`src/rtl/nnrv_mem_hs.sv`:
```
// Memory-stage handshake: accepts one op from execute, runs a single-beat bus
// transaction for aligned loads/stores and produces one writeback result.
module nnrv_mem_hs #(
  parameter int XLEN        = 32,
  parameter int TIMEOUT_CYC = 15
) (
  input  logic              i_clk,
  input  logic              i_rst_n,
  input  logic              i_exec_valid,
  output logic              o_exec_ready,
  input  logic              i_exec_rd_en,
  input  logic [4:0]        i_exec_rd,
  input  logic [XLEN-1:0]   i_exec_rd_reg,
  input  logic              i_exec_ram_rd_en,
  input  logic              i_exec_ram_wr_en,
  input  logic [XLEN-1:0]   i_exec_ram_addr,
  input  logic [XLEN-1:0]   i_exec_ram_data,
  input  logic [1:0]        i_exec_size,
  input  logic              i_exec_sign,
  output logic              o_ram_req,
  output logic              o_ram_we,
  output logic [XLEN-1:0]   o_ram_addr,
  output logic [XLEN/8-1:0] o_ram_mask,
  output logic [XLEN-1:0]   o_ram_wdata,
  input  logic              i_ram_ack,
  input  logic [XLEN-1:0]   i_ram_rdata,
  output logic              o_wb_valid,
  output logic              o_wb_rd_en,
  output logic [4:0]        o_wb_rd,
  output logic [XLEN-1:0]   o_wb_rd_reg,
  output logic              o_misalign,
  output logic              o_bus_err
);

  localparam int NB   = XLEN / 8;
  localparam int OFFW = $clog2(NB);
  localparam logic [7:0] TMO_LIM = 8'(TIMEOUT_CYC);

  typedef enum logic {IDLE, BUSY} state_t;

  function automatic logic misaligned(input logic [1:0] sz, input logic [OFFW-1:0] off);
    logic [OFFW-1:0] low;
    if (sz == 2'd3 && XLEN == 32) return 1'b1;
    case (sz)
      2'd0:    low = '0;
      2'd1:    low = OFFW'(1);
      2'd2:    low = OFFW'(3);
      default: low = OFFW'(7);
    endcase
    return |(off & low);
  endfunction

  function automatic logic [NB-1:0] lane_mask(input logic [1:0] sz, input logic [OFFW-1:0] off);
    logic [2*NB-1:0] m;
    m = '0;
    case (sz)
      2'd0:    m[0]    = 1'b1;
      2'd1:    m[1:0]  = 2'b11;
      2'd2:    m[3:0]  = 4'hF;
      default: m[NB-1:0] = '1;
    endcase
    m = m << off;
    return m[NB-1:0];
  endfunction

  // Left-justify the selected bytes, then shift back arithmetically or logically.
  function automatic logic [XLEN-1:0] load_extend(input logic [XLEN-1:0] rdata,
                                                  input logic [OFFW-1:0] off,
                                                  input logic [1:0]      sz,
                                                  input logic            sgn);
    logic [XLEN-1:0]        shifted;
    logic signed [XLEN-1:0] top;
    int                     pad;
    shifted = rdata >> {off, 3'b000};
    pad     = (sz == 2'd3) ? 0 : XLEN - (8 << sz);
    top     = shifted << pad;
    if (sgn) begin
      top = top >>> pad;
      return top;
    end
    shifted = shifted << pad;
    return shifted >> pad;
  endfunction

  state_t          state;
  logic [7:0]      tmo_cnt;
  logic [OFFW-1:0] off_p1;
  logic [1:0]      size_p1;
  logic            sign_p1;
  logic            load_p1;
  logic            rd_en_p1;
  logic [4:0]      rd_p1;

  logic [OFFW-1:0] off_p0;
  logic            is_mem_p0;
  logic            mis_p0;

  assign off_p0       = i_exec_ram_addr[OFFW-1:0];
  assign is_mem_p0    = i_exec_ram_rd_en | i_exec_ram_wr_en;
  assign mis_p0       = misaligned(i_exec_size, off_p0);
  assign o_exec_ready = (state == IDLE) & i_rst_n;

  always_ff @(posedge i_clk or negedge i_rst_n) begin
    if (!i_rst_n) begin
      state       <= IDLE;
      tmo_cnt     <= '0;
      off_p1      <= '0;
      size_p1     <= '0;
      sign_p1     <= 1'b0;
      load_p1     <= 1'b0;
      rd_en_p1    <= 1'b0;
      rd_p1       <= '0;
      o_ram_req   <= 1'b0;
      o_ram_we    <= 1'b0;
      o_ram_addr  <= '0;
      o_ram_mask  <= '0;
      o_ram_wdata <= '0;
      o_wb_valid  <= 1'b0;
      o_wb_rd_en  <= 1'b0;
      o_wb_rd     <= '0;
      o_wb_rd_reg <= '0;
      o_misalign  <= 1'b0;
      o_bus_err   <= 1'b0;
    end else begin
      o_wb_valid <= 1'b0;
      o_wb_rd_en <= 1'b0;
      o_misalign <= 1'b0;
      o_bus_err  <= 1'b0;
      case (state)
        // p0 -> p1: accept from execute; ALU results and faults retire at once
        IDLE: begin
          if (i_exec_valid) begin
            if (!is_mem_p0) begin
              o_wb_valid  <= 1'b1;
              o_wb_rd_en  <= i_exec_rd_en;
              o_wb_rd     <= i_exec_rd;
              o_wb_rd_reg <= i_exec_rd_reg;
            end else if (mis_p0) begin
              o_wb_valid  <= 1'b1;
              o_misalign  <= 1'b1;
              o_wb_rd     <= i_exec_rd;
              o_wb_rd_reg <= '0;
            end else begin
              state       <= BUSY;
              tmo_cnt     <= '0;
              off_p1      <= off_p0;
              size_p1     <= i_exec_size;
              sign_p1     <= i_exec_sign;
              load_p1     <= i_exec_ram_rd_en;
              rd_en_p1    <= i_exec_rd_en;
              rd_p1       <= i_exec_rd;
              o_ram_req   <= 1'b1;
              o_ram_we    <= i_exec_ram_wr_en & ~i_exec_ram_rd_en;
              o_ram_addr  <= {i_exec_ram_addr[XLEN-1:OFFW], {OFFW{1'b0}}};
              o_ram_mask  <= lane_mask(i_exec_size, off_p0);
              o_ram_wdata <= i_exec_ram_data << {off_p0, 3'b000};
            end
          end
        end
        // p1 -> p2: wait for ack; an ack on the limit cycle still completes
        BUSY: begin
          if (i_ram_ack || (tmo_cnt + 8'd1 == TMO_LIM)) begin
            state       <= IDLE;
            o_ram_req   <= 1'b0;
            o_ram_we    <= 1'b0;
            o_ram_addr  <= '0;
            o_ram_mask  <= '0;
            o_ram_wdata <= '0;
            o_wb_valid  <= 1'b1;
            o_wb_rd     <= rd_p1;
          end
          if (i_ram_ack) begin
            o_wb_rd_en  <= load_p1 & rd_en_p1;
            o_wb_rd_reg <= load_p1 ? load_extend(i_ram_rdata, off_p1, size_p1, sign_p1) : '0;
          end else begin
            tmo_cnt <= tmo_cnt + 8'd1;
            if (tmo_cnt + 8'd1 == TMO_LIM) begin
              o_bus_err   <= 1'b1;
              o_wb_rd_reg <= '0;
            end
          end
        end
        default: state <= IDLE;
      endcase
    end
  end

endmodule

```
`config.mk`:
```
export PLATFORM = sky130hd
export DESIGN_NAME = nnrv_mem_hs
export DESIGN_NICKNAME = d
export VERILOG_FILES = /design/src/rtl/nnrv_mem_hs.sv
export SDC_FILE = /design/constraint.sdc
export NUM_CORES = 1
export LEC_CHECK = 0
export ABC_AREA = 1
export CORE_ASPECT_RATIO = 0.7
export CORE_MARGIN = 3
export CORE_UTILIZATION = 45
export DETAILED_ROUTE_END_ITERATION = 10
export GPL_TIMING_DRIVEN = 1
export HOLD_SLACK_MARGIN = 0.02
export PLACE_DENSITY = 0.81
export SLEW_MARGIN = 30
export SYNTH_ARGS = -nofsm -noshare
export SYNTH_HDL_FRONTEND = slang
export SYNTH_SLANG_ARGS = --single-unit
```
`constraint.sdc`:
```
create_clock -name i_clk -period 1.94 [get_ports i_clk]
set_input_delay 0.194 -clock i_clk [delete_from_list [all_inputs] [get_ports i_clk]]
set_output_delay 0.194 -clock i_clk [all_outputs]
set_load 0.01 [all_outputs]
```
Yosys cells after proc, flatten, opt, wreduce, memory -nomap -nowiden
Index checks and enable logic that the tools add are counted.
{"block": "op_classes", "n_addsub": 2, "eq_ne": 11, "shift": 7, "mux": 82, "bitwise_logic": 8, "n_reduce_logical": 9}
{"operator": "32-bit 2-to-1 mux", "count": 16}
{"operator": "32-bit case mux with 2 select lines", "count": 3}
{"operator": "1-bit 2-to-1 mux", "count": 36}
{"operator": "8-bit 2-to-1 mux", "count": 4}
{"operator": "32-bit by 32-bit left shift with 32-bit output", "count": 1}
{"operator": "32-bit by 5-bit left shift with 32-bit output", "count": 1}
{"operator": "4-bit by 2-bit left shift with 32-bit output (first input constant)", "count": 1}
{"operator": "32-bit by 32-bit >> shifter with 32-bit output", "count": 1}
{"operator": "32-bit by 5-bit >> shifter with 32-bit output", "count": 1}
{"operator": "32-bit by 32-bit >>> shifter with 32-bit output", "count": 1}
{"operator": "7-bit by 32-bit subtractor with 32-bit output (first input constant)", "count": 1}
{"operator": "5-bit 2-to-1 mux", "count": 4}
{"operator": "4-bit 2-to-1 mux", "count": 4}
{"operator": "8-bit case mux with 2 select lines", "count": 1}
{"operator": "2-bit 2-to-1 mux", "count": 6}
{"operator": "4-bit AND reduction", "count": 3}
{"operator": "1-bit case mux with 2 select lines", "count": 5}
{"operator": "5-bit case mux with 2 select lines", "count": 1}
{"operator": "8-bit by 1-bit adder with 8-bit output (second input constant)", "count": 1}
{"operator": "8-bit by 4-bit equality test with 1-bit output (second input constant)", "count": 1}
{"operator": "2-bit inequality test (second input constant)", "count": 4}
{"operator": "4-bit case mux with 2 select lines", "count": 1}
{"operator": "3-bit AND reduction", "count": 2}
{"operator": "2-bit equality test (second input constant)", "count": 2}
{"operator": "13 further kinds", "count": 18}
{"block": "totals", "reg_bits": 132, "in_bits": 143, "output_inout_bits": 112, "elab_cells": 138}

Longest topological paths before layout
Gate-level depths: netlist (run 1).
{"block": "depth", "ltp_word": 15, "depth_mapped": 14, "depth_no_buf": 12}

Least setup slack after synthesis (run 1)
No wires, ideal clock.
{"block": "synth_path", "path_type": "reg2reg", "start": "register tmo_cnt[0]", "end": "register o_wb_rd[0]", "setup_ps": 117, "arrival_time_ps": 1674, "required_time_ps": 1823, "setup_slack_ps": 149, "path_stages_with_launch": 14, "n_path_buf": 2, "period_less_slack_ps": 1791, "cell_sequence": "dfrtp_1 -> ha_1 -> nand2_1 -> nand2_1 -> nor2_1 -> nand2_1 -> nor2_1 -> nand4_2 -> nand2_2 -> nand2_1 -> buf_6 -> buf_4 -> nand2_1 -> nand2_1"}
{"block": "synth_via", "elab_chain_len": 5}
{"item": "start: declaration", "line_no": "86", "rtl": "logic [7:0] tmo_cnt;"}
{"item": "start signal: assignment", "line_no": "176", "rtl": "tmo_cnt <= tmo_cnt + 8'd1;"}
{"item": "8-bit by 1-bit adder with 8-bit output", "line_no": "162", "rtl": "if (i_ram_ack || (tmo_cnt + 8'd1 == TMO_LIM)) begin"}
{"item": "8-bit by 4-bit equality test with 1-bit output", "line_no": "162"}
{"item": "1-bit logical OR", "line_no": "162"}
{"item": "2-bit by 1-bit inequality test with 1-bit output (no source line)"}
{"item": "3-bit AND reduction (no source line)"}
{"item": "end signal: assignment", "line_no": "136", "rtl": "o_wb_rd <= i_exec_rd;"}
{"item": "end signal: assignment", "line_no": "141", "rtl": "o_wb_rd <= i_exec_rd;"}
{"item": "end signal: assignment", "line_no": "170", "rtl": "o_wb_rd <= rd_p1;"}
{"item": "end: declaration", "line_no": "29", "rtl": "output logic [4:0] o_wb_rd,"}
No other way between the ends.
A chain may end at the register's enable or synchronous reset.

Worst setup path after layout (run 1)
{"block": "layout_path", "start": "register tmo_cnt[0]", "end": "register o_wb_rd_reg[22]"}
{"block": "layout_via", "elab_chain_len": 4}
{"item": "8-bit by 1-bit adder with 8-bit output", "line_no": "177", "rtl": "if (tmo_cnt + 8'd1 == TMO_LIM) begin"}
{"item": "8-bit by 4-bit equality test with 1-bit output", "line_no": "177"}
{"item": "3-bit by 2-bit inequality test with 1-bit output (no source line)"}
{"item": "3-bit AND reduction (no source line)"}
{"item": "end signal: assignment", "line_no": "137", "rtl": "o_wb_rd_reg <= i_exec_rd_reg;"}
{"item": "end signal: assignment", "line_no": "174", "rtl": "o_wb_rd_reg <= load_p1 ? load_extend(i_ram_rdata, off_p1, size_p1, sign_p1) : '0;"}
{"item": "end: declaration", "line_no": "30", "rtl": "output logic [XLEN-1:0] o_wb_rd_reg,"}
No other way between the ends.

==> results.cfg, run 1 <==
[global_routing]
grt_max_degree = 131
global_route.usage.total_pct = 26.9
initial_antenna_violation_count = 1
grt_first_pass_wirelength_um = 36200
globalRouteOverflowTotal = 0
first_global_vias = 6879

[hold_path]
hold_path_end = o_ram_addr[12]$_DFFE_PN0P_
min_delay_path_depth = 3
worstHoldPathType = in2reg
holdCritStartpoint = i_exec_ram_addr[12]

[floorplanning]
io_pins = 255
area_enclosed_by_the_die_boundary_um2 = 16800
effective_utilization_at_floorplan_pct = 46.3
die_width_um = 154
core_area_um2 = 14800
floorplan.rows = 37
die_height_um = 109

[timing]
final.hold.worst_slack_ns = 0.340
fin_setup_tns_ns = -0.0521
rsz0062_at_grt = yes
worst_slew_pin_slew_ns = 0.717
finalHoldViolCount = 0
fin_worst_skew_ns = 0.00779
min_period_ns = 1.96
layout_setup_ws_ns = -0.0223
final-setup-viol-count = 6
timing.final.max_slew_violations = 0
finalCritPeriodShare_pct = 101
relSlewSlack_pct = 52.2
clock.fmax_mhz = 510

[critical_path]
criticalPathCategory = reg2reg
path_common_cell = nand2_1
category_of_the_worst_setup_path_launch_point = flip-flop
worstReg2RegEnd = o_wb_rd_reg[22]$_DFFE_PN0P_
critPathMaxStageDelay_ns = 0.43
crit_path_max_fanout = 13
worst_ep_required_time_ns = 2.24
length_in_cells_of_the_worst_reg_to_reg_path = 13
critical_path.slowest_cell = dfrtp_1
crit_chain = buf_6 > inv_6 > ha_4 > inv_2 > nor2_1 > nand2_1 > nor2_2 > nand4_2 > nand2_4 > nand2_8 > clkbuf_16 > nand2_1 > nand2_1
reg2reg_from = tmo_cnt[0]$_DFFE_PN0P_
critical_path_arrival_ns = 2.26
critical_path.endpoint_type = flip-flop
setup.reg_to_reg.worst_slack_ns = -0.02

[drt]
detailedRoute.firstPassIterationCount = 5
met1_length_um = 10500
met3WireLength_um = 2370
drt-total-wl_um = 24400
detail_route.iter0.violations = 743
post-route-drc-count = 0
detail_route.wl_per_cell_um = 17.3
top_layer_used = met5
wl_met2_um = 11000
detail-route-antenna-nets = 0
detail_route.vias_per_cell = 5.33
vias = 7527

[cts]
clkSinkCount = 130
clock_tree.buffer_depth = 2
clkLatencyLatePin_ns = 0.41
path_clk_slew_ns = 0.06
ctsHtreeMaxLevel = 4
cts_tree = yes
cts_made_buffers = 17
cts_root_buf = clkbuf_16

[logic_synthesis]
syn-cell-area_um2 = 6870
synth_top_area_share_pct = 47.4
synth_edf_count = 0
synth.lib_cells_used.distinct = 32
synth-warning-count = 0
synth_area_per_cell_um2 = 7.33
synth-seq-area-share_pct = 47.4
ys_top_cells_by_count = nand2_1 (415), dfrtp_1 (130), nand3_1 (103)
yosys.cell_count.top_type = nand2_1
synth_top_area_cell = dfrtp_1
postSynth.asyncResetShare_pct = 100
ys_top_cells_by_area = dfrtp_1 (47%), nand2_1 (23%), nand3_1 (7.5%), o21ai_0 (3.9%), inv_1 (2.4%)
netlist_instances = 937
register_bit_count_reported_by_yosys = 130
synth-main-ff-cell = dfrtp_1

[power_and_ir_drop]
cellInternalPower_mw = 6.65
combPwrFrac_pct = 34.4
p_clk_share_pct = 31.0
worst_ir_drop_vdd_mv = 0.646
seq_power_share_pct = 34.7
p_per_area_nw_per_um2 = 926
leakagePower_nw = 5.30
power_switching_share_pct = 33.5
net-switching-power_mw = 3.35

[placed_design]
dpl.hpwl_um = 16500
place_worst_setup_slack_ns = -0.0239
gp_congestion = 0.945
port_buffers = 252

[outcome]
status = finished, violations left
violations = setup timing

[finish]
largest_register_ff_count = 37
nNetsFinal = 1348
flow.area_growth_from_synthesis_pct = 57.2
antenna-diode-count = 0
final_layout_size_suffix_gt1_share_pct = 12.0

[job]
drv.max_cap_violation_count = 0
==> area by class of cell <==
class,count,area [µm²]
fillers,1155,4020
multi-input cells,691,3320
flip-flops and latches,130,3250
repair buffers,308,3190
clock buffers,20,467
well taps,195,244
inverters,55,211
clock inverters,12,108
==> what timing repair did <==
item                                    CTS  global route
hold endpoints to repair                130             0
gates resized for setup                   4            57
endpoints found under the setup margin   79           104
cloned                                    0             8
hold buffers                              1             0
setup buffers                             1             5
pin swaps                                 0            18
==> per-layer routing <==
layer	track usage, %	vias up
li1	-	3575
met1	38.6	3526
met2	40.4	373
met3	7.00	51
met4	8.25	2
met5	0	-
==> worst max path at each step <==
stage,startpoint,to,slack [ns],cells after the start
after floorplan,tmo_cnt[0]$_DFFE_PN0P_,o_wb_rd[0]$_DFFE_PN0P_,0.15,13
after global placement,i_exec_size[0],o_wb_rd_reg[1]$_DFFE_PN0P_,0.03,11
after detailed placement,tmo_cnt[0]$_DFFE_PN0P_,o_wb_rd_reg[2]$_DFFE_PN0P_,-0.02,12
after CTS,tmo_cnt[0]$_DFFE_PN0P_,o_wb_rd_reg[18]$_DFFE_PN0P_,-0.007,13
after global routing,tmo_cnt[0]$_DFFE_PN0P_,o_wb_rd_reg[22]$_DFFE_PN0P_,-0.11,13
final,tmo_cnt[0]$_DFFE_PN0P_,o_wb_rd_reg[22]$_DFFE_PN0P_,-0.02,13
==> kinds of logic (layout without fill, tap and decap cells) <==
| kind of cell | Yosys count | count (layout) | synth area share, % |
|---|---|---|---|
| AOI/OAI and AO/OA | 111 | 111 | 9.22 |
| adders and majority gates | 2 | 2 | 0.364 |
| buffers and inverters | 117 | 395 | 7.71 |
| DFF | 130 | 130 | 47.4 |
| muxes | 6 | 6 | 0.893 |
| other | 1 | 2 | 0.0546 |
| and+or+nand+nor | 570 | 570 | 34.4 |
==> stage by stage <==
step / utilization (%) / cells / power (mW) / instance area [µm²]
after global placement: 65.8 / 1364 / 6.52 / 9740
after global routing: 72.9 / 1411 / 10.5 / 10800
after detailed placement: 65.8 / 1364 / 6.58 / 9740
after CTS: 69.8 / 1398 / 9.72 / 10300
final: 72.9 / 1411 / 10.0 / 10800
after floorplan: - / 938 / 4.95 / 6870
==> worst max-delay path, delay by kind of cell, from the launching register on <==
family,cells,cell delay (ns)
buffers and inverters,4,0.45
and+or+nand+nor,8,0.83
DFF,1,0.43
adders and majority gates,1,0.12
==> cells in the final DEF, fill, tap and decap left out, drive strengths merged, types with 6 or more instances in the layout <==
master,Yosys,layout
a21oi,26,26
buf,36,51
clkbuf,26,25
clkdlybuf4s50,0,250
clkinv,5,12
dfrtp,130,130
inv,50,51
nand2,418,418
nand3,104,104
nand4,21,21
nor2,25,25
o2111ai,7,7
o21ai,58,58
o22ai,6,6
==> power by group through the flow <==
stage	logic [mW]	clock network (mW)	registers (mW)
finish	3.44	3.09	3.47
detailed placement	3.11	0	3.47
global route	3.73	3.27	3.52
floorplan	1.35	0	3.60
global placement	3.06	0	3.46
CTS	3.14	3.15	3.43
(Power assumes the default switching activity.)
==> run 2: changes to the inputs <==
- GPL_ROUTABILITY_DRIVEN: unset -> 0
==> results.cfg, run 2 (synthesized netlist as in run 1, its figures left out) <==
[outcome]
status = finished, violations left
violations = setup timing

[cts]
cts_tree = yes
path_clk_slew_ns = 0.06
clock_tree.buffer_depth = 2
cts_made_buffers = 17
cts_root_buf = clkbuf_16
clkLatencyLatePin_ns = 0.42
clkSinkCount = 130
ctsHtreeMaxLevel = 4

[critical_path]
critical_path_arrival_ns = 2.29
critPathMaxStageDelay_ns = 0.40
critical_path.endpoint_type = flip-flop
criticalPathCategory = reg2reg
worstSetupPathDepth = 11
length_in_cells_of_the_worst_reg_to_reg_path = 11
crit_path_max_fanout = 9
category_of_the_worst_setup_path_launch_point = flip-flop
critical_path.slowest_cell = dfrtp_1
worst_ep_required_time_ns = 2.29
crit_family = simple AND/OR/NAND/NOR gates
worst-path-buf-inv = 3
crit_chain = buf_4 > nand2_2 > nor2_2 > nand3_1 > nand2_1 > nand4_2 > nand2_4 > buf_6 > buf_12 > nand3_1 > nand2_1

[floorplanning]
die_height_um = 109
floorplan.rows = 37
effective_utilization_at_floorplan_pct = 46.3
core_area_um2 = 14800
area_enclosed_by_the_die_boundary_um2 = 16800
io_pins = 255
die_width_um = 154

[finish]
final_layout_size_suffix_gt1_share_pct = 12.0
antenna-diode-count = 0
layout_commonest_cell = nand2_1
layout.filler_cells = 1140
largest_register_ff_count = 37
nNetsFinal = 1352
flow.area_growth_from_synthesis_pct = 57.9
mostFrequentLayoutCells = nand2_1 (396), clkdlybuf4s50_1 (250), dfrtp_1 (129)

[timing]
fin_setup_tns_ns = -0.00251
finalHoldViolCount = 0
final-setup-viol-count = 1
relSlewSlack_pct = 52.5
rsz0062_at_grt = yes
layout_setup_ws_ns = -0.00251
finalCritPeriodShare_pct = 100
fin_worst_skew_ns = 0.00653
final.hold.worst_slack_ns = 0.325
timing.final.max_slew_violations = 0
clock.fmax_mhz = 515
worst_slew_pin_slew_ns = 0.712
min_period_ns = 1.94

[global_routing]
initial_antenna_violation_count = 0
globalRouteOverflowTotal = 0
grt_max_degree = 131
grt_first_pass_wirelength_um = 36100
first_global_vias = 6986
global_route.usage.total_pct = 26.9

[power_and_ir_drop]
net-switching-power_mw = 3.41
cellInternalPower_mw = 7.06
power_switching_share_pct = 32.5
combPwrFrac_pct = 32.4
leakagePower_nw = 5.31
p_clk_share_pct = 34.5
seq_power_share_pct = 33.1
worst_ir_drop_vdd_mv = 0.587
p_per_area_nw_per_um2 = 966

[job]
drv.max_cap_violation_count = 0

[drt]
detail_route.wl_per_cell_um = 17.4
detail_route.iter0.violations = 743
drt-total-wl_um = 24600
detail-route-antenna-nets = 0
post-route-drc-count = 0
detail_route.vias_per_cell = 5.39
vias = 7631
detailedRoute.firstPassIterationCount = 5

[hold_path]
worstHoldPathType = in2reg
min_delay_path_depth = 3

[placed_design]
port_buffers = 252
dpl.hpwl_um = 16500
[run 2: changes by cell type in the layout (fill, tap and decap cells not counted), sizes merged]
cell      before  now
clkinvlp       3    2
buf           51   55
inv           51   55
clkbuf        25   22
clkinv        12    8
bufinv         1    5
[run 2: per-stage QoR]
stage / area (µm²) / setup slack, ns / utilization, % / cells / power [mW]
2_1_floorplan: 6870 / 0.149 / - / 938 / 4.95
3_3_place_gp: 9750 / 0.0390 / 65.8 / 1367 / 6.51
5_1_grt: 10800 / -0.0952 / 73.2 / 1415 / 10.9
6_report: 10800 / -0.00251 / 73.2 / 1415 / 10.5
3_5_place_dp: 9750 / -0.131 / 65.8 / 1367 / 6.58
4_1_cts: 10400 / 0.0149 / 70.4 / 1400 / 10.2
[run 2: final timing paths]
| path | end | start | slack, ns |
|---|---|---|---|
| setup reg to reg | o_wb_rd_reg[30]$_DFFE_PN0P_ | tmo_cnt[1]$_DFFE_PN0P_ | -0.003 |
| hold reg to reg | o_ram_addr[3]$_DFFE_PN0P_ | o_ram_addr[3]$_DFFE_PN0P_ | 0.47 |
| hold / removal | o_ram_addr[14]$_DFFE_PN0P_ | i_exec_ram_addr[14] | 0.32 |
| min in group asynchronous | o_ram_addr[19]$_DFFE_PN0P_ | i_rst_n | 0.45 |
| max in group asynchronous | o_ram_wdata[31]$_DFFE_PN0P_ | i_rst_n | 0.94 |
| setup / recovery | o_wb_rd_reg[30]$_DFFE_PN0P_ | tmo_cnt[1]$_DFFE_PN0P_ | -0.003 |
[run 2: worst reg2reg max path, stage by stage, from the launching register on]
cell and delay [ns]:
dfrtp_1 0.40, buf_4 0.16, nand2_2 0.07, nor2_2 0.16, nand3_1 0.11, nand2_1 0.12
nand4_2 0.15, nand2_4 0.21, buf_6 0.17, buf_12 0.15, nand3_1 0.09, nand2_1 0.08
[run 2: layout make-up]
type,count,area (µm²),area share [%]
clock buffer,17,425,3.93
clock inverter,15,228,2.10
inverter,55,211,1.95
multi-input combinational,691,3280,30.2
sequential,130,3250,30.0
tap,195,244,2.25
timing repair buffer,312,3200,29.5
[run 2: timing repair]
item | in CTS | in global routing
resized for setup | 4 | 51
setup buffers | 0 | 7
hold buffers | 1 | 0
hold endpoints to repair | 130 | 0
gates cloned | 0 | 8
pin swaps | 0 | 25
endpoints found under the setup margin | 40 | 105
[run 2: per-layer routing]
metal / wire, µm / up-vias / track usage [%] / part of all wire (%)
met4: 588 / 0 / 7.88 / 2.4
met5: 0 / - / 0 / 0
met1: 10500 / 3590 / 37.7 / 43
met3: 2440 / 55 / 6.81 / 9.9
met2: 11100 / 409 / 41.9 / 45
li1: - / 3577 / - / -
[run 2: power groups by stage]
stage,sequential [mW],combinational [mW],clock (mW)
4_1_cts,3.44,3.13,3.64
2_1_floorplan,3.60,1.35,0
3_5_place_dp,3.47,3.11,0
5_1_grt,3.51,3.70,3.73
6_report,3.46,3.40,3.61
3_3_place_gp,3.46,3.05,0
